--- config.mk ---
export PLATFORM = sky130hd
export DESIGN_NAME = alu_ctrl_decoder
export DESIGN_NICKNAME = d
export VERILOG_FILES = /design/src/rtl/alu_ctrl_pkg.sv /design/src/rtl/alu_ctrl_skid_buf.sv /design/src/rtl/alu_ctrl_decoder.sv
export SDC_FILE = /design/constraint.sdc
export NUM_CORES = 1
export LEC_CHECK = 0
export BUFFER_PORTS_ARGS = -buffer_cell sky130_fd_sc_hd__buf_2
export CAP_MARGIN = 40
export CELL_PAD_IN_SITES_DETAIL_PLACEMENT = 0
export CELL_PAD_IN_SITES_GLOBAL_PLACEMENT = 2
export CORE_MARGIN = 3
export CORE_UTILIZATION = 29
export CTS_CLUSTER_DIAMETER = 200
export DETAILED_ROUTE_END_ITERATION = 12
export GPL_TIMING_DRIVEN = 0
export PLACE_DENSITY = 0.75
export SLEW_MARGIN = 0
export SYNTH_ARGS = -nofsm -noshare
export SYNTH_HDL_FRONTEND = slang
export SYNTH_SLANG_ARGS = --single-unit
--- constraint.sdc ---
create_clock -name clk -period 1.43 [get_ports clk]
set_input_delay 0.3575 -clock clk [delete_from_list [all_inputs] [get_ports clk]]
set_output_delay 0.3575 -clock clk [all_outputs]
set_load 0.005 [all_outputs]
--- src/rtl/alu_ctrl_pkg.sv ---
// Shared constants, decoded-entry record and buffer occupancy states for the
// ALU control decoder.
package alu_ctrl_pkg;

  localparam logic [6:0] OPC_OP     = 7'b0110011;
  localparam logic [6:0] OPC_OP_IMM = 7'b0010011;

  localparam logic [2:0] F3_ADD = 3'b000;
  localparam logic [2:0] F3_OR  = 3'b110;

  localparam logic [6:0] F7_BASE = 7'b0000000;
  localparam logic [6:0] F7_ALT  = 7'b0100000;

  // Control part of one decoded entry; the immediate is appended by the top
  // level because its width is a parameter there.
  typedef struct packed {
    logic [2:0] funct3;
    logic       funct7;
    logic [4:0] rs1;
    logic [4:0] rs2;
    logic [4:0] rd;
    logic       use_imm;
    logic       reg_write;
    logic       illegal;
  } alu_ctrl_t;

  localparam int unsigned ENTRY_CTRL_W = $bits(alu_ctrl_t);

  // Total buffered record width for a given ALU operand width.
  function automatic int unsigned entry_width(input int unsigned data_width);
    return ENTRY_CTRL_W + data_width;
  endfunction

  typedef enum logic [1:0] {
    BUF_EMPTY = 2'd0,
    BUF_ONE   = 2'd1,
    BUF_FULL  = 2'd2
  } buf_state_e;

endpackage

--- src/rtl/alu_ctrl_skid_buf.sv ---
// Generic 2-entry FIFO-ordered valid/ready buffer. The entry at the head is
// always held in head_q, so the output data path is a plain register.
module alu_ctrl_skid_buf
  import alu_ctrl_pkg::*;
#(
  parameter int unsigned WIDTH = 8
) (
  input  logic             clk,
  input  logic             reset_n,
  input  logic             in_valid,
  output logic             in_ready,
  input  logic [WIDTH-1:0] in_data,
  output logic             out_valid,
  input  logic             out_ready,
  output logic [WIDTH-1:0] out_data
);

  buf_state_e       state_q, state_d;
  logic [WIDTH-1:0] head_q, head_d;
  logic [WIDTH-1:0] tail_q, tail_d;
  logic             ready_q;
  logic             push, pop;

  assign push      = in_valid & ready_q;
  assign pop       = (state_q != BUF_EMPTY) & out_ready;
  assign in_ready  = ready_q;
  assign out_valid = (state_q != BUF_EMPTY);
  assign out_data  = head_q;

  // Occupancy transitions and head/tail data movement.
  always_comb begin
    state_d = state_q;
    head_d  = head_q;
    tail_d  = tail_q;
    unique case (state_q)
      BUF_EMPTY: begin
        if (push) begin
          head_d  = in_data;
          state_d = BUF_ONE;
        end
      end
      BUF_ONE: begin
        if (push && pop) begin
          head_d = in_data;
        end else if (push) begin
          tail_d  = in_data;
          state_d = BUF_FULL;
        end else if (pop) begin
          state_d = BUF_EMPTY;
        end
      end
      BUF_FULL: begin
        // in_ready is low here, so only a pop can happen: tail moves to head.
        if (pop) begin
          head_d  = tail_q;
          state_d = BUF_ONE;
        end
      end
      default: state_d = BUF_EMPTY;
    endcase
  end

  // State and storage registers; in_ready is registered from the next occupancy.
  always_ff @(posedge clk or negedge reset_n) begin
    if (!reset_n) begin
      state_q <= BUF_EMPTY;
      head_q  <= '0;
      tail_q  <= '0;
      ready_q <= 1'b1;
    end else begin
      state_q <= state_d;
      head_q  <= head_d;
      tail_q  <= tail_d;
      ready_q <= (state_d != BUF_FULL);
    end
  end

endmodule

--- src/rtl/alu_ctrl_decoder.sv ---
// ALU front-end decoder: decodes RV32I OP / OP-IMM words into the ALU control
// pair, register addresses and immediate, buffers them two deep and counts
// words the ALU cannot execute.
module alu_ctrl_decoder
  import alu_ctrl_pkg::*;
#(
  parameter int unsigned DATA_WIDTH = 16,
  parameter int unsigned CNT_WIDTH  = 8
) (
  input  logic                  clk,
  input  logic                  reset_n,
  input  logic                  in_valid,
  output logic                  in_ready,
  input  logic [31:0]           in_instr,
  output logic                  out_valid,
  input  logic                  out_ready,
  output logic [2:0]            out_funct3,
  output logic                  out_funct7,
  output logic [4:0]            out_rs1_addr,
  output logic [4:0]            out_rs2_addr,
  output logic [4:0]            out_rd_addr,
  output logic [DATA_WIDTH-1:0] out_imm,
  output logic                  out_use_imm,
  output logic                  out_reg_write,
  output logic                  out_illegal,
  output logic [CNT_WIDTH-1:0]  illegal_count
);

  localparam int unsigned ENTRY_W = entry_width(DATA_WIDTH);

  logic [6:0]            opcode;
  logic [6:0]            funct7_f;
  logic [2:0]            funct3_f;
  logic [4:0]            rs1_f, rs2_f, rd_f;
  logic                  legal_r, legal_i, legal;
  alu_ctrl_t             dec_ctrl, head_ctrl;
  logic [DATA_WIDTH-1:0] dec_imm, head_imm;
  logic [ENTRY_W-1:0]    buf_in, buf_out;
  logic                  accept;
  logic [CNT_WIDTH-1:0]  cnt_q, cnt_d;

  assign opcode   = in_instr[6:0];
  assign rd_f     = in_instr[11:7];
  assign funct3_f = in_instr[14:12];
  assign rs1_f    = in_instr[19:15];
  assign rs2_f    = in_instr[24:20];
  assign funct7_f = in_instr[31:25];

  assign legal_r = (opcode == OPC_OP) &&
                   (((funct7_f == F7_BASE) && ((funct3_f == F3_ADD) || (funct3_f == F3_OR))) ||
                    ((funct7_f == F7_ALT)  &&  (funct3_f == F3_ADD)));
  assign legal_i = (opcode == OPC_OP_IMM) && ((funct3_f == F3_ADD) || (funct3_f == F3_OR));
  assign legal   = legal_r | legal_i;

  // Field decode: illegal words clear the ALU control pair and write-back but
  // keep their address fields.
  always_comb begin
    dec_ctrl           = '0;
    dec_ctrl.rs1       = rs1_f;
    dec_ctrl.rd        = rd_f;
    dec_ctrl.rs2       = legal_i ? 5'd0 : rs2_f;
    dec_ctrl.funct3    = legal ? funct3_f : 3'b000;
    dec_ctrl.funct7    = legal_r & in_instr[30];
    dec_ctrl.use_imm   = legal_i;
    dec_ctrl.reg_write = legal & (rd_f != 5'd0);
    dec_ctrl.illegal   = ~legal;
    dec_imm            = (opcode == OPC_OP) ? '0 : DATA_WIDTH'(signed'(in_instr[31:20]));
  end

  assign buf_in = {dec_ctrl, dec_imm};

  alu_ctrl_skid_buf #(
    .WIDTH(ENTRY_W)
  ) u_buf (
    .clk      (clk),
    .reset_n  (reset_n),
    .in_valid (in_valid),
    .in_ready (in_ready),
    .in_data  (buf_in),
    .out_valid(out_valid),
    .out_ready(out_ready),
    .out_data (buf_out)
  );

  assign {head_ctrl, head_imm} = buf_out;

  assign out_funct3    = head_ctrl.funct3;
  assign out_funct7    = head_ctrl.funct7;
  assign out_rs1_addr  = head_ctrl.rs1;
  assign out_rs2_addr  = head_ctrl.rs2;
  assign out_rd_addr   = head_ctrl.rd;
  assign out_use_imm   = head_ctrl.use_imm;
  assign out_reg_write = head_ctrl.reg_write;
  assign out_illegal   = head_ctrl.illegal;
  assign out_imm       = head_imm;

  assign accept = in_valid & in_ready;

  // Saturating count of accepted illegal words.
  always_comb begin
    cnt_d = cnt_q;
    if (accept && dec_ctrl.illegal && (cnt_q != '1)) begin
      cnt_d = cnt_q + CNT_WIDTH'(1);
    end
  end

  // Illegal counter register.
  always_ff @(posedge clk or negedge reset_n) begin
    if (!reset_n) begin
      cnt_q <= '0;
    end else begin
      cnt_q <= cnt_d;
    end
  end

  assign illegal_count = cnt_q;

endmodule

==> impl_summary.log, run 1 <==
[metrics] result of the run: complete, but fails checks
[metrics] violated checks: negative setup slack
[metrics] area of the core: 11700 sq um
[metrics] largest net degree at the start of global routing: 57
[metrics] part of the Yosys area used for sequential elements: 55.9%
[metrics] gate count of the mapped netlist: 367
[metrics] initial standard-cell utilization of the core: between 30% and 40%
[metrics] Critical Path Sink Type: register
[metrics] Max Slew Vio Count: 0
[metrics] Die Span X: between 100 and 150 um
[metrics] commonest non-fill, non-tap cells in the layout: sky130_fd_sc_hd__buf_2, sky130_fd_sc_hd__nand2_1, sky130_fd_sc_hd__dfrtp_1
[metrics] Post-synth EDFFs: 0
[metrics] post-route core utilization: approximately 42%
[metrics] worst rel slew slack: roughly 62%
[metrics] number of buffers inserted by port buffering: 83
[metrics] Arrival @ worst endpoint: 1.85 ns
[metrics] count of antenna-violating nets left after detailed routing: 0
[metrics] count of state elements after synthesis: 79
[metrics] worst r2r dst: u_buf.tail_q[30]$_DFFE_PN0P_
[metrics] hold_ws: approximately 0.27 ns
[metrics] drt initial violations: 120
[metrics] number of global-route vias before repair: about 3100
[metrics] antenna violations before repair: 0
[metrics] floorplan die area: 13600 sq um
[metrics] Crit path required time: approximately 1.7 ns
[metrics] total I/O pin count: 84
[metrics] htree depth: 3
[metrics] Avg Vias per Cell: 4.85
[metrics] placed wire-length estimate: 7190 um
[metrics] detailed-route DRC error count: 0
[metrics] post-route cell area: a little under 5000 sq um
[metrics] total global-route track usage: about 16%
[metrics] worst setup path startpoint: u_buf.in_ready$_DFF_PN1_
[metrics] wire length of the first global-routing pass: 16800 um
[metrics] Post-Syn Nets: 404
[metrics] netlist area before placement: ~3500 sq um
[metrics] Critical Path Sink: u_buf.tail_q[30]$_DFFE_PN0P_
[metrics] global route overflow: 0
[metrics] async set or reset register ratio after synthesis: between 90% and 100%
[metrics] final routed wire length divided by cell count: ~17 um
[metrics] final worst clock skew: ~0.010 ns
[metrics] Max Freq: ~0.62 GHz
[metrics] maximum net fanout on the critical path: 8
[metrics] number of antenna repair diodes: 0
[metrics] area growth from synthesis to final layout: 39.9%
[metrics] GP Congestion: around 0.70
[metrics] final routed wirelength across all metal layers: roughly 10000 um
[metrics] Yosys warning total: 0
[metrics] slack of the critical path: -0.194 ns
[metrics] Synth Area per Inst: just under 10 sq um
[metrics] kind of path behind the tightest hold check: input pin to register
[metrics] count of cells along the worst register-to-register path: 6
[metrics] number of clock sinks: 79
[metrics] clock tree from TritonCTS: done
[metrics] leading register cell type out of synthesis: sky130_fd_sc_hd__dfrtp_1
[metrics] reg2reg start: u_buf.in_ready$_DFF_PN1_
[metrics] VDD IR-drop max: 0.000686 V
[metrics] critical path type: register to register
[metrics] fraction of final layout cells with drive strength greater than 1: between 30% and 40%
[metrics] placement-stage worst setup slack: -0.395 ns
[metrics] unrepaired setup endpoints after global routing: true
[metrics] overall via count from detail_route: a little over 3000
[metrics] most common cell after layout, fill and taps aside: sky130_fd_sc_hd__buf_2
[metrics] Final Cycle Share: 114%
[metrics] detailed-routing iteration count for the pre-antenna-repair pass: 4
[metrics] Die H: around 120 um
[metrics] CTS clk-pin slew, worst paths: about 0.060 ns
[metrics] Final Setup Violations: between 70 and 80
[metrics] total number of nets in the final design: between 500 and 600
[metrics] Max-cap violations: 0
[metrics] standard-cell row count: 39
[metrics] Hold Violations, Final: 0
[metrics] leakage dissipation: 2.33 nW
[metrics] register-to-register path setup slack: -0.19 ns
[metrics] power density over cell area: around 1900 nW/um^2
[metrics] TritonCTS buffer count: 9
[metrics] Post-Place Cell Area: 4210 sq um
[metrics] clock root buffer: sky130_fd_sc_hd__clkbuf_16
[metrics] post-layout minimum cycle time: between 1.5 and 2 ns
[metrics] number of unique standard cell types used by synthesis: 47
[metrics] slew at the pin closest to its max-slew limit: 0.565 ns
[metrics] maximum buffer depth of the clock tree: 2
[metrics] clock latency at the later pin of the worst-skew pair: around 0.34 ns
[metrics] Critical Path Start Type: register
-- cells by family (layout without fill, tap and decap cells) --
kind of cell	after synthesis	count (layout)	synth area share, %
AND/OR/NAND/NOR	166	166	21.1
flip-flops	79	79	55.9
AO/OA/AOI/OAI	68	68	12.3
buffers and inverters	33	150	4.45
multiplexers	12	12	3.89
XOR/XNOR	8	8	1.98
adder cells (fa/ha/maj)	1	1	0.353
-- power by group --
part	switching [mW]	internal, mW	total [mW]
clock network	0.953	1.36	2.31
logic	1.57	1.85	3.42
registers	0.617	3.20	3.81
total	3.14	6.40	9.54
-- layout make-up --
cell class / count / area, sq um
Fill cell: 1182 / 6710
Timing Repair Buffer: 102 / 643
Clock inverter: 7 / 71.3
Inverter: 5 / 18.8
Clock buffer: 9 / 225
Tap cell: 143 / 179
Multi-Input combinational cell: 255 / 1560
Sequential cell: 79 / 1990
Buffer: 27 / 275
-- synth_stat cells (2+ instances only) --
master,instances,area (sq um)
sky130_fd_sc_hd__buf_2,9,45.0
sky130_fd_sc_hd__inv_1,5,18.8
sky130_fd_sc_hd__nor3_1,3,15.0
sky130_fd_sc_hd__xnor2_1,6,52.6
sky130_fd_sc_hd__o22ai_1,2,12.5
sky130_fd_sc_hd__nand4_1,3,18.8
sky130_fd_sc_hd__mux2_2,10,113
sky130_fd_sc_hd__o22a_1,2,17.5
sky130_fd_sc_hd__nand4b_1,2,17.5
sky130_fd_sc_hd__nand2_1,84,315
sky130_fd_sc_hd__a21oi_1,4,20.0
sky130_fd_sc_hd__nand3_1,23,115
sky130_fd_sc_hd__buf_4,4,30.0
sky130_fd_sc_hd__a22o_1,3,26.3
sky130_fd_sc_hd__dfrtp_1,78,1950
sky130_fd_sc_hd__o21ai_0,22,110
sky130_fd_sc_hd__and3_1,2,12.5
sky130_fd_sc_hd__clkbuf_1,14,52.6
sky130_fd_sc_hd__nor2_1,35,131
sky130_fd_sc_hd__a31oi_1,28,175
sky130_fd_sc_hd__xor2_1,2,17.5
-- timing repair --
item | in CTS | in global routing
setup endpoints to repair | 75 | 77
endpoints found under the hold margin | 22 | 0
gates resized for setup | 55 | 48
hold buffers | 1 | 0
pin swaps | 10 | 6
gates cloned | 1 | 1
setup buffers | 11 | 4
-- worst max-delay path, stage by stage (launching register included) --
cell,delay [ns]
sky130_fd_sc_hd__dfstp_2,0.56
sky130_fd_sc_hd__nand2_4,0.08
sky130_fd_sc_hd__buf_4,0.14
sky130_fd_sc_hd__nor2_4,0.17
sky130_fd_sc_hd__nand2_8,0.12
sky130_fd_sc_hd__clkbuf_16,0.18
sky130_fd_sc_hd__mux2_2,0.26
-- worst min-delay path by stage --
stage | depth (start not counted) | slack, ns | startpoint | to
final | 2 | 0.27 | in_instr[15] | u_buf.tail_q[29]$_DFFE_PN0P_
after global routing | 2 | 0.27 | in_instr[17] | u_buf.tail_q[31]$_DFFE_PN0P_
after CTS | 2 | 0.26 | in_instr[17] | u_buf.tail_q[31]$_DFFE_PN0P_
after detailed placement | 1 | 0.29 | reset_n | illegal_count[5]$_DFFE_PN0P_
after global placement | 2 | 0.46 | u_buf.tail_q[24]$_DFFE_PN0P_ | u_buf.tail_q[24]$_DFFE_PN0P_
after floorplan | 0 | 0.06 | reset_n | illegal_count[0]$_DFFE_PN0P_
-- registers in the layout, indices dropped and copies added (netlist names) --
| name | cells |
|---|---|
| u_buf.out_data | 34 |
| u_buf.tail_q | 34 |
| illegal_count | 8 |
| u_buf.state_q | 2 |
| u_buf.in_ready | 1 |
-- per-layer routing --
metal	GRT usage, %	wire length [um]
met1	21.6	4850
met2	26.7	5020
met4	5.72	160
met3	3.11	385
met5	0	0
-- stage by stage --
stage	setup TNS [ns]	power (mW)	instances
after CTS	-4.80	9.33	622
after global routing	-13.04	10.2	627
after global placement	-74.90	6.45	593
final	-7.41	9.54	627
after floorplan	-0.101	5.27	367
after detailed placement	-19.82	6.54	594
(Power assumes the default switching activity.)
==> run 2, diff against run 1 <==
--- a/config.mk
+++ b/config.mk
@@ -10,12 +10,13 @@
 export CELL_PAD_IN_SITES_DETAIL_PLACEMENT = 0
 export CELL_PAD_IN_SITES_GLOBAL_PLACEMENT = 2
 export CORE_MARGIN = 3
-export CORE_UTILIZATION = 29
+export CORE_UTILIZATION = 33
 export CTS_CLUSTER_DIAMETER = 200
 export DETAILED_ROUTE_END_ITERATION = 12
 export GPL_TIMING_DRIVEN = 0
-export PLACE_DENSITY = 0.75
+export PLACE_DENSITY = 0.76
 export SLEW_MARGIN = 0
 export SYNTH_ARGS = -nofsm -noshare
 export SYNTH_HDL_FRONTEND = slang
+export SYNTH_HIERARCHICAL = 1
 export SYNTH_SLANG_ARGS = --single-unit
==> run 2 against run 1 <==
Against the previous run:
- the flow finishes with violations (negative hold slack, negative setup slack)
- via count is 0.66% lower
- flip-flop and latch count is 8 higher
- routed wire length hardly changed
- core utilization is 5.5 points higher
- combinational power is 9.1% higher
- worst setup slack better by 0.0075 ns
- non-clock buffer count is 1 higher
- largest cell class unchanged
- largest power group unchanged
==> impl_summary.log, run 2 <==
[metrics] result of the run: complete, but fails checks (unchanged)
[metrics] violated checks: negative hold slack, negative setup slack (was negative setup slack)
[metrics] highest cell delay on the worst timing path: 0.57 ns (was 0.56 ns)
[metrics] GP Congestion: 0.762 (was 0.696)
[metrics] post-layout minimum cycle time: 1.62 ns (about the same)
[metrics] detailed-routing iteration count for the pre-antenna-repair pass: 4 (unchanged)
[metrics] antenna violations before repair: 0 (unchanged)
[metrics] VDD IR-drop max: 0.000766 V (was 0.000686 V)
[metrics] total I/O pin count: 84 (unchanged)
[metrics] leading register cell type out of synthesis: sky130_fd_sc_hd__dfrtp_1 (unchanged)
[metrics] netlist area before placement: 4060 sq um (was 3540 sq um)
[metrics] worst setup path startpoint: u_buf/in_ready$_DFF_PN1_ (was u_buf.in_ready$_DFF_PN1_)
[metrics] Critical Path Sink Type: register (unchanged)
[metrics] commonest non-fill, non-tap cells in the layout: sky130_fd_sc_hd__dfrtp_1, sky130_fd_sc_hd__buf_2, sky130_fd_sc_hd__o32a_1, sky130_fd_sc_hd__o21a_1, sky130_fd_sc_hd__mux2_4 (was sky130_fd_sc_hd__buf_2, sky130_fd_sc_hd__nand2_1, sky130_fd_sc_hd__dfrtp_1)
[metrics] wire length of the first global-routing pass: 16400 um (was 16800 um)
[metrics] Yosys warning total: 6 (was 0)
[metrics] Finished Layout Cells: 580 (was 627)
[metrics] count of state elements after synthesis: 87 (was 79)
[metrics] gate count of the mapped netlist: 311 (was 367)
[metrics] global route overflow: 0 (unchanged)
[metrics] largest net degree at the start of global routing: 49 (was 57)
[metrics] count of cells along the worst register-to-register path: 5 (was 6)
[metrics] unrepaired setup endpoints after global routing: true (unchanged)
[metrics] floorplan die area: 13700 sq um (was 13600 sq um)
[metrics] Setup Total Neg Slack: -10.17 ns (was -7.41 ns)
[metrics] reg2reg start: u_buf/in_ready$_DFF_PN1_ (was u_buf.in_ready$_DFF_PN1_)
[metrics] number of antenna repair diodes: 0 (unchanged)
[metrics] detailed-route DRC error count: 0 (unchanged)
[metrics] slew at the pin closest to its max-slew limit: 0.545 ns (was 0.565 ns)
[metrics] power density over cell area: 1850 nW/um^2 (was 1930 nW/um^2)
[metrics] count of antenna-violating nets left after detailed routing: 0 (unchanged)
[metrics] Max Freq: 0.618 GHz (was 0.616 GHz)
[metrics] most numerous cell types in the synthesized netlist: sky130_fd_sc_hd__dfrtp_1, sky130_fd_sc_hd__o21a_1, sky130_fd_sc_hd__o32a_1, sky130_fd_sc_hd__mux2_4, sky130_fd_sc_hd__and2_1 (was sky130_fd_sc_hd__nand2_1, sky130_fd_sc_hd__dfrtp_1, sky130_fd_sc_hd__nor2_1, sky130_fd_sc_hd__a31oi_1, sky130_fd_sc_hd__nand3_1)
[metrics] clock root buffer: sky130_fd_sc_hd__clkbuf_16 (unchanged)
[metrics] Post-Place Cell Area: 4770 sq um (was 4210 sq um)
[metrics] CP Buf/Inv Count: 2 (unchanged)
[metrics] register-to-register path setup slack: -0.19 ns (about the same)
[metrics] Final Setup Violations: 81 (was 73)
[metrics] Crit path required time: 1.66 ns (about the same)
[metrics] most used standard cell by instance count after synthesis: sky130_fd_sc_hd__dfrtp_1 (was sky130_fd_sc_hd__nand2_1)
[metrics] htree depth: 3 (unchanged)
[metrics] kind of path behind the tightest hold check: input pin to async pin (was input pin to register)
[metrics] instance count after placement with tap cells included: 539 (was 594)
[metrics] number of buffers inserted by hold repair at cts: 0 (was 1)
[metrics] Max Slew Vio Count: 0 (unchanged)
[metrics] Max-cap violations: 0 (unchanged)
[metrics] Avg Vias per Cell: 5.21 (was 4.85)
[metrics] Final Cycle Share: 113% (was 114%)
[metrics] share of Yosys cell area claimed by the top area cell type: 53.0% (was 55.1%)
[metrics] top cell type by total area after synthesis: sky130_fd_sc_hd__dfrtp_1 (unchanged)
[metrics] final worst clock skew: 0.00451 ns (was 0.0104 ns)
[metrics] area of the core: 11700 sq um (about the same)
[metrics] part of the Yosys area used for sequential elements: 53.7% (was 55.9%)
[metrics] placed wire-length estimate: 6960 um (was 7190 um)
[metrics] initial standard-cell utilization of the core: 34.7% (was 30.4%)
[metrics] drt initial violations: 178 (was 120)
[metrics] hold_ws: -0.00438 ns (was 0.268 ns)
[metrics] most common cell after layout, fill and taps aside: sky130_fd_sc_hd__dfrtp_1 (was sky130_fd_sc_hd__buf_2)
[metrics] Critical Path Sink: u_buf/out_data[0]$_DFFE_PN0P_ (was u_buf.tail_q[30]$_DFFE_PN0P_)
[metrics] area growth from synthesis to final layout: 38.4% (was 39.9%)
[metrics] Hold Violations, Final: 3 (was 0)
[metrics] maximum net fanout on the critical path: 5 (was 8)
[metrics] slack of the critical path: -0.187 ns (was -0.194 ns)
[metrics] number of unique standard cell types used by synthesis: 43 (was 47)
[metrics] Critical Path Slowest Stage Cell: sky130_fd_sc_hd__dfstp_2 (unchanged)
[metrics] Critical Path Start Type: register (unchanged)
[metrics] clock tree from TritonCTS: done (unchanged)
[metrics] total global-route track usage: 15.8% (was 16.3%)
[metrics] number of buffers inserted by port buffering: 83 (unchanged)
[metrics] final routed wire length divided by cell count: 18.0 um (was 16.6 um)
[metrics] critical path type: register to register (unchanged)
[metrics] Synth Area per Inst: 13.1 sq um (was 9.64 sq um)
[metrics] standard-cell row count: 39 (unchanged)
[metrics] placement-stage worst setup slack: -0.492 ns (was -0.395 ns)
[metrics] total number of nets in the final design: 469 (was 516)
[metrics] Die Span X: 117 um (was 116 um)
[metrics] fraction of final layout cells with drive strength greater than 1: 53.3% (was 39.5%)
[metrics] Post-synth EDFFs: 0 (unchanged)
[metrics] TritonCTS buffer count: 9 (unchanged)
[metrics] Die H: 117 um (was 116 um)
[metrics] Top Family by Delay on Critical Path: flip-flops (unchanged)
[metrics] final routed wirelength across all metal layers: 10400 um (about the same)
[metrics] cell count along the critical path: 5 (was 6)
[metrics] overall via count from detail_route: 3020 (was 3040)
[metrics] number of global-route vias before repair: 3093 (was 3146)
[metrics] number of clock sinks: 87 (was 79)
[metrics] worst rel slew slack: 63.6% (was 62.3%)
[metrics] largest cells by area after synthesis: sky130_fd_sc_hd__dfrtp_1, sky130_fd_sc_hd__o32a_1, sky130_fd_sc_hd__mux2_4 (was sky130_fd_sc_hd__dfrtp_1, sky130_fd_sc_hd__nand2_1, sky130_fd_sc_hd__a31oi_1)
[metrics] ordered cell list for the critical path: nand3b_1 > buf_6 > buf_8 > o32a_1 > o21a_1 (was nand2_4 > buf_4 > nor2_4 > nand2_8 > clkbuf_16 > mux2_2)
[metrics] worst r2r dst: u_buf/out_data[0]$_DFFE_PN0P_ (was u_buf.tail_q[30]$_DFFE_PN0P_)
[metrics] Arrival @ worst endpoint: 1.84 ns (was 1.85 ns)
[metrics] post-route cell area: 5620 sq um (was 4950 sq um)
[metrics] leakage dissipation: 2.55 nW (was 2.33 nW)
[metrics] async set or reset register ratio after synthesis: 100% (unchanged)
[metrics] maximum buffer depth of the clock tree: 2 (unchanged)
[metrics] clock latency at the later pin of the worst-skew pair: 0.34 ns (about the same)
[metrics] CTS clk-pin slew, worst paths: 0.06 ns (about the same)
-- run 2: changes by cell type after synthesis, moves of 18 or more --
| cell | delta |
|---|---|
| sky130_fd_sc_hd__o21a_1 | +38 |
| sky130_fd_sc_hd__o21ai_0 | -22 |
| sky130_fd_sc_hd__nand3_1 | -21 |
| sky130_fd_sc_hd__o32a_1 | +38 |
| sky130_fd_sc_hd__a31oi_1 | -28 |
| sky130_fd_sc_hd__nand2_1 | -71 |
| sky130_fd_sc_hd__nor2_1 | -28 |
| sky130_fd_sc_hd__mux2_4 | +21 |
| sky130_fd_sc_hd__and2_1 | +18 |
-- run 2: routing by layer --
metal  vias up  global-route usage (%)  wire length [um]
li1       1411                       -                 -
met1      1545                    21.4              4870
met2        52                    24.7              4990
met3        12                    4.52               420
met4         0                    4.82               150
met5         -                       0                 0
-- run 2: how the worst min path moves through the flow --
stage | slack, ns | cells past startpoint | endpoint | from
after global routing | 0.04 | 1 | u_buf/out_data[31]$_DFFE_PN0P_ | reset_n
after detailed placement | 0.38 | 1 | u_buf/out_data[31]$_DFFE_PN0P_ | reset_n
after CTS | 0.008 | 1 | u_buf/out_data[31]$_DFFE_PN0P_ | reset_n
final | -0.004 | 1 | u_buf/out_data[31]$_DFFE_PN0P_ | reset_n
after global placement | 0.47 | 1 | u_buf/out_data[31]$_DFFE_PN0P_ | u_buf/out_data[31]$_DFFE_PN0P_
after floorplan | 0.06 | 0 | illegal_count[0]$_DFFE_PN0P_ | reset_n
-- run 2: what timing repair did --
| item | CTS | global route |
|---|---|---|
| buffers inserted | 13 | 7 |
| setup endpoints to repair | 79 | 87 |
| cloned | 3 | 2 |
| resized for setup | 47 | 26 |
| pin swaps | 13 | 12 |
-- run 2: worst register-to-register path, cell delays in order (launching register included) --
cell                       delay [ns]
sky130_fd_sc_hd__dfstp_2         0.57
sky130_fd_sc_hd__nand3b_1        0.16
sky130_fd_sc_hd__buf_6           0.19
sky130_fd_sc_hd__buf_8           0.13
sky130_fd_sc_hd__o32a_1          0.31
sky130_fd_sc_hd__o21a_1          0.13
-- run 2: power by group --
| group | switching [mW] | internal, mW |
|---|---|---|
| clock network | 0.959 | 1.52 |
| registers | 0.645 | 3.56 |
| logic | 1.46 | 2.27 |
-- run 2: cell type report --
type                       count  area [sq um]
clock inverter                 6          85.1
multi-input combinational    202          1920
tap                          143           179
buffer                        21           238
timing repair buffer         109           777
inverter                       2          7.51
fill                        1072          6090
clock buffer                  10           229
sequential                    87          2180
-- run 2: kinds of logic after synthesis --
| logic type | Yosys count | synth area share [%] |
|---|---|---|
| multiplexers | 41 | 13.4 |
| AND/OR/NAND/NOR | 64 | 9.49 |
| AO/OA/AOI/OAI | 87 | 18.5 |
| adder cells (fa/ha/maj) | 1 | 0.308 |
| XOR/XNOR | 7 | 1.51 |
| other | 1 | 0.0924 |
| flip-flops | 87 | 53.7 |
| buffers and inverters | 23 | 3.11 |
-- run 2: metrics by stage --
stage	util, %	hold WS (ns)	power (mW)
after floorplan	-	0.0619	6.14
after global placement	40.5	0.469	7.30
after detailed placement	40.7	0.377	7.42
after CTS	46.4	0.00786	10.3
after global routing	48.0	0.0368	11.1
final	48.0	-0.00438	10.4
==> run 3, diff against run 2 <==
==> constraint.sdc (replaced) <==
create_clock -name clk -period 1.43 [get_ports clk]
set_input_delay 0.3575 -clock clk [delete_from_list [all_inputs] [get_ports clk]]
set_output_delay 0.3575 -clock clk [all_outputs]
set_load 0.05 [all_outputs]
==> run 3 against run 2 <==
Against the previous run:
- the flow finishes with violations (negative setup slack)
- clock skew increased by 0.0022 ns
- via count down 0.46%
- combinational power increased by 58%
- routed wire length is 1.8% lower
- hold slack better by 0.27 ns
- sequential share of layout area up 0.41 points
- sequential power is essentially flat
- final area shrank 0.87%
- largest power group is now combinational logic
==> impl_summary.log, run 3 (synthesis gave the netlist of run 2 again) <==
[metrics] total chip power: 12.4 mW (was 10.4 mW)
[metrics] clock tree from TritonCTS: done (unchanged)
[metrics] final routed wirelength across all metal layers: 10200 um (was 10400 um)
[metrics] Crit path required time: 1.65 ns (was 1.66 ns)
[metrics] Max-cap violations: 0 (unchanged)
[metrics] total number of nets in the final design: 470 (was 469)
[metrics] VDD IR-drop max: 0.00126 V (was 0.000766 V)
[metrics] antenna violations before repair: 0 (unchanged)
[metrics] count of antenna-violating nets left after detailed routing: 0 (unchanged)
[metrics] Max Freq: 0.628 GHz (was 0.618 GHz)
[metrics] final routed wire length divided by cell count: 17.6 um (was 18.0 um)
[metrics] GP Congestion: 0.763 (was 0.762)
[metrics] maximum buffer depth of the clock tree: 2 (unchanged)
[metrics] post-layout minimum cycle time: 1.59 ns (was 1.62 ns)
[metrics] drt initial violations: 131 (was 178)
[metrics] initial standard-cell utilization of the core: 34.7% (unchanged)
[metrics] wire length of the first global-routing pass: 16200 um (was 16400 um)
[metrics] final worst clock skew: 0.00673 ns (was 0.00451 ns)
[metrics] commonest non-fill, non-tap cells in the layout: sky130_fd_sc_hd__dfrtp_1, sky130_fd_sc_hd__buf_2, sky130_fd_sc_hd__o32a_1, sky130_fd_sc_hd__o21a_1, sky130_fd_sc_hd__mux2_4 (unchanged)
[metrics] number of antenna repair diodes: 0 (unchanged)
[metrics] Max Slew Vio Count: 0 (unchanged)
[metrics] slack of the critical path: -0.163 ns (was -0.187 ns)
[metrics] number of buffers inserted by port buffering: 83 (unchanged)
[metrics] hold_ws: 0.265 ns (was -0.00438 ns)
[metrics] post-route core utilization: 47.6% (was 48.0%)
[metrics] Final Setup Violations: 75 (was 81)
[metrics] Die Span X: 117 um (unchanged)
[metrics] detailed-route DRC error count: 0 (unchanged)
[metrics] clock latency at the later pin of the worst-skew pair: 0.34 ns (about the same)
[metrics] power density over cell area: 2230 nW/um^2 (was 1850 nW/um^2)
[metrics] detailed-routing iteration count for the pre-antenna-repair pass: 4 (unchanged)
[metrics] number of filler instances in the final layout: 1076 (was 1072)
[metrics] total global-route track usage: 15.6% (was 15.8%)
[metrics] maximum net fanout on the critical path: 6 (was 5)
[metrics] htree depth: 3 (unchanged)
[metrics] placed wire-length estimate: 6820 um (was 6960 um)
[metrics] Avg Vias per Cell: 5.17 (was 5.21)
[metrics] CTS clk-pin slew, worst paths: 0.06 ns (about the same)
[metrics] Die H: 117 um (unchanged)
[metrics] floorplan die area: 13700 sq um (unchanged)
[metrics] critical path type: register to register (unchanged)
[metrics] largest net degree at the start of global routing: 54 (was 49)
[metrics] unrepaired setup endpoints after global routing: true (unchanged)
[metrics] area growth from synthesis to final layout: 37.2% (was 38.4%)
[metrics] kind of path behind the tightest hold check: input pin to register (was input pin to async pin)
[metrics] clock root buffer: sky130_fd_sc_hd__clkbuf_16 (unchanged)
[metrics] total I/O pin count: 84 (unchanged)
[metrics] standard-cell row count: 39 (unchanged)
[metrics] Post-Place Cell Area: 4750 sq um (was 4770 sq um)
[metrics] leakage dissipation: 2.51 nW (was 2.55 nW)
[metrics] Arrival @ worst endpoint: 1.81 ns (was 1.84 ns)
[metrics] number of clock sinks: 87 (unchanged)
[metrics] Hold Violations, Final: 0 (was 3)
[metrics] result of the run: complete, but fails checks (unchanged)
[metrics] global route overflow: 0 (unchanged)
[metrics] area of the multi-input gates: 1880 sq um (was 1920 sq um)
[metrics] number of global-route vias before repair: 3033 (was 3093)
[metrics] post-route cell area: 5570 sq um (was 5620 sq um)
[metrics] TritonCTS buffer count: 9 (unchanged)
[metrics] overall via count from detail_route: 3006 (was 3020)
[metrics] fraction of final layout cells with drive strength greater than 1: 50.5% (was 53.3%)
[metrics] Critical Path Sink Type: register (unchanged)
[metrics] Register Area: 2180 sq um (about the same)
[metrics] violated checks: negative setup slack (was negative hold slack, negative setup slack)
[metrics] Final Cycle Share: 111% (was 113%)
[metrics] most common cell after layout, fill and taps aside: sky130_fd_sc_hd__dfrtp_1 (unchanged)
[metrics] Critical Path Start Type: register (unchanged)
[metrics] area of the core: 11700 sq um (unchanged)
-- run 3: cell types whose count changed in the layout (fill, tap and decap cells not counted), sizes merged --
cell,previous run,this run
clkinv,2,1
clkbuf,21,23
buf,119,120
bufinv,2,1
clkinvlp,2,1
dlygate4sd3,0,1
-- run 3: per-stage QoR --
step | TNS [ns] | cells | setup slack, ns
finish | -8.21 | 581 | -0.163
global route | -11.58 | 581 | -0.214
CTS | -7.82 | 576 | -0.151
detailed placement | -26.72 | 539 | -0.531
global placement | -95.30 | 538 | -0.961
floorplan | -16.03 | 312 | -0.262
-- run 3: critical path, cell delays in order (launching register included) --
cell and delay (ns):
sky130_fd_sc_hd__dfstp_2 0.56, sky130_fd_sc_hd__and3b_2 0.23, sky130_fd_sc_hd__nand2_4 0.07, sky130_fd_sc_hd__buf_12 0.16
sky130_fd_sc_hd__clkbuf_16 0.16, sky130_fd_sc_hd__mux2_4 0.29
-- run 3: power breakdown --
group          switching [mW]  internal, mW
clock network           0.916          1.40
logic                    3.59          2.31
registers               0.665          3.57
total                    5.17          7.28
-- run 3: what timing repair did --
item | 4_1_cts | 5_1_grt
endpoints found under the setup margin | 78 | 90
hold buffers | 1 | 0
gates resized for setup | 44 | 36
cloned | 3 | 2
hold endpoints to repair | 33 | 0
setup buffers | 17 | 3
pin swaps | 12 | 7
-- run 3: path summary, 6_finish.rpt --
check	slack, ns	cells past startpoint	startpoint	endpoint
min in group asynchronous	0.52	2	reset_n	u_buf/out_data[29]$_DFFE_PN0P_
min	0.26	2	in_instr[16]	u_buf/tail_q[30]$_DFFE_PN0P_
max	-0.16	5	u_buf/in_ready$_DFF_PN1_	u_buf/tail_q[22]$_DFFE_PN0P_
max reg2reg	-0.16	5	u_buf/in_ready$_DFF_PN1_	u_buf/tail_q[22]$_DFFE_PN0P_
max in group asynchronous	0.26	3	reset_n	illegal_count[0]$_DFFE_PN0P_
min reg2reg	0.48	1	u_buf/out_data[20]$_DFFE_PN0P_	u_buf/out_data[20]$_DFFE_PN0P_
-- run 3: metal layers --
layer	vias up	share of wire [%]	global-route usage (%)
met5	-	0	0
met4	0	1.7	5.35
met3	16	4.3	3.44
met2	77	46	23.7
met1	1499	48	22.1
li1	1414	-	-
-- run 3: cell type report --
type | count | share of cell area, %
sequential | 87 | 39.2
inverter | 2 | 0.135
timing repair buffer | 110 | 14.0
multi-input combinational | 202 | 33.7
buffer | 21 | 4.42
clock inverter | 3 | 0.764
tap | 143 | 3.21
clock buffer | 13 | 4.49
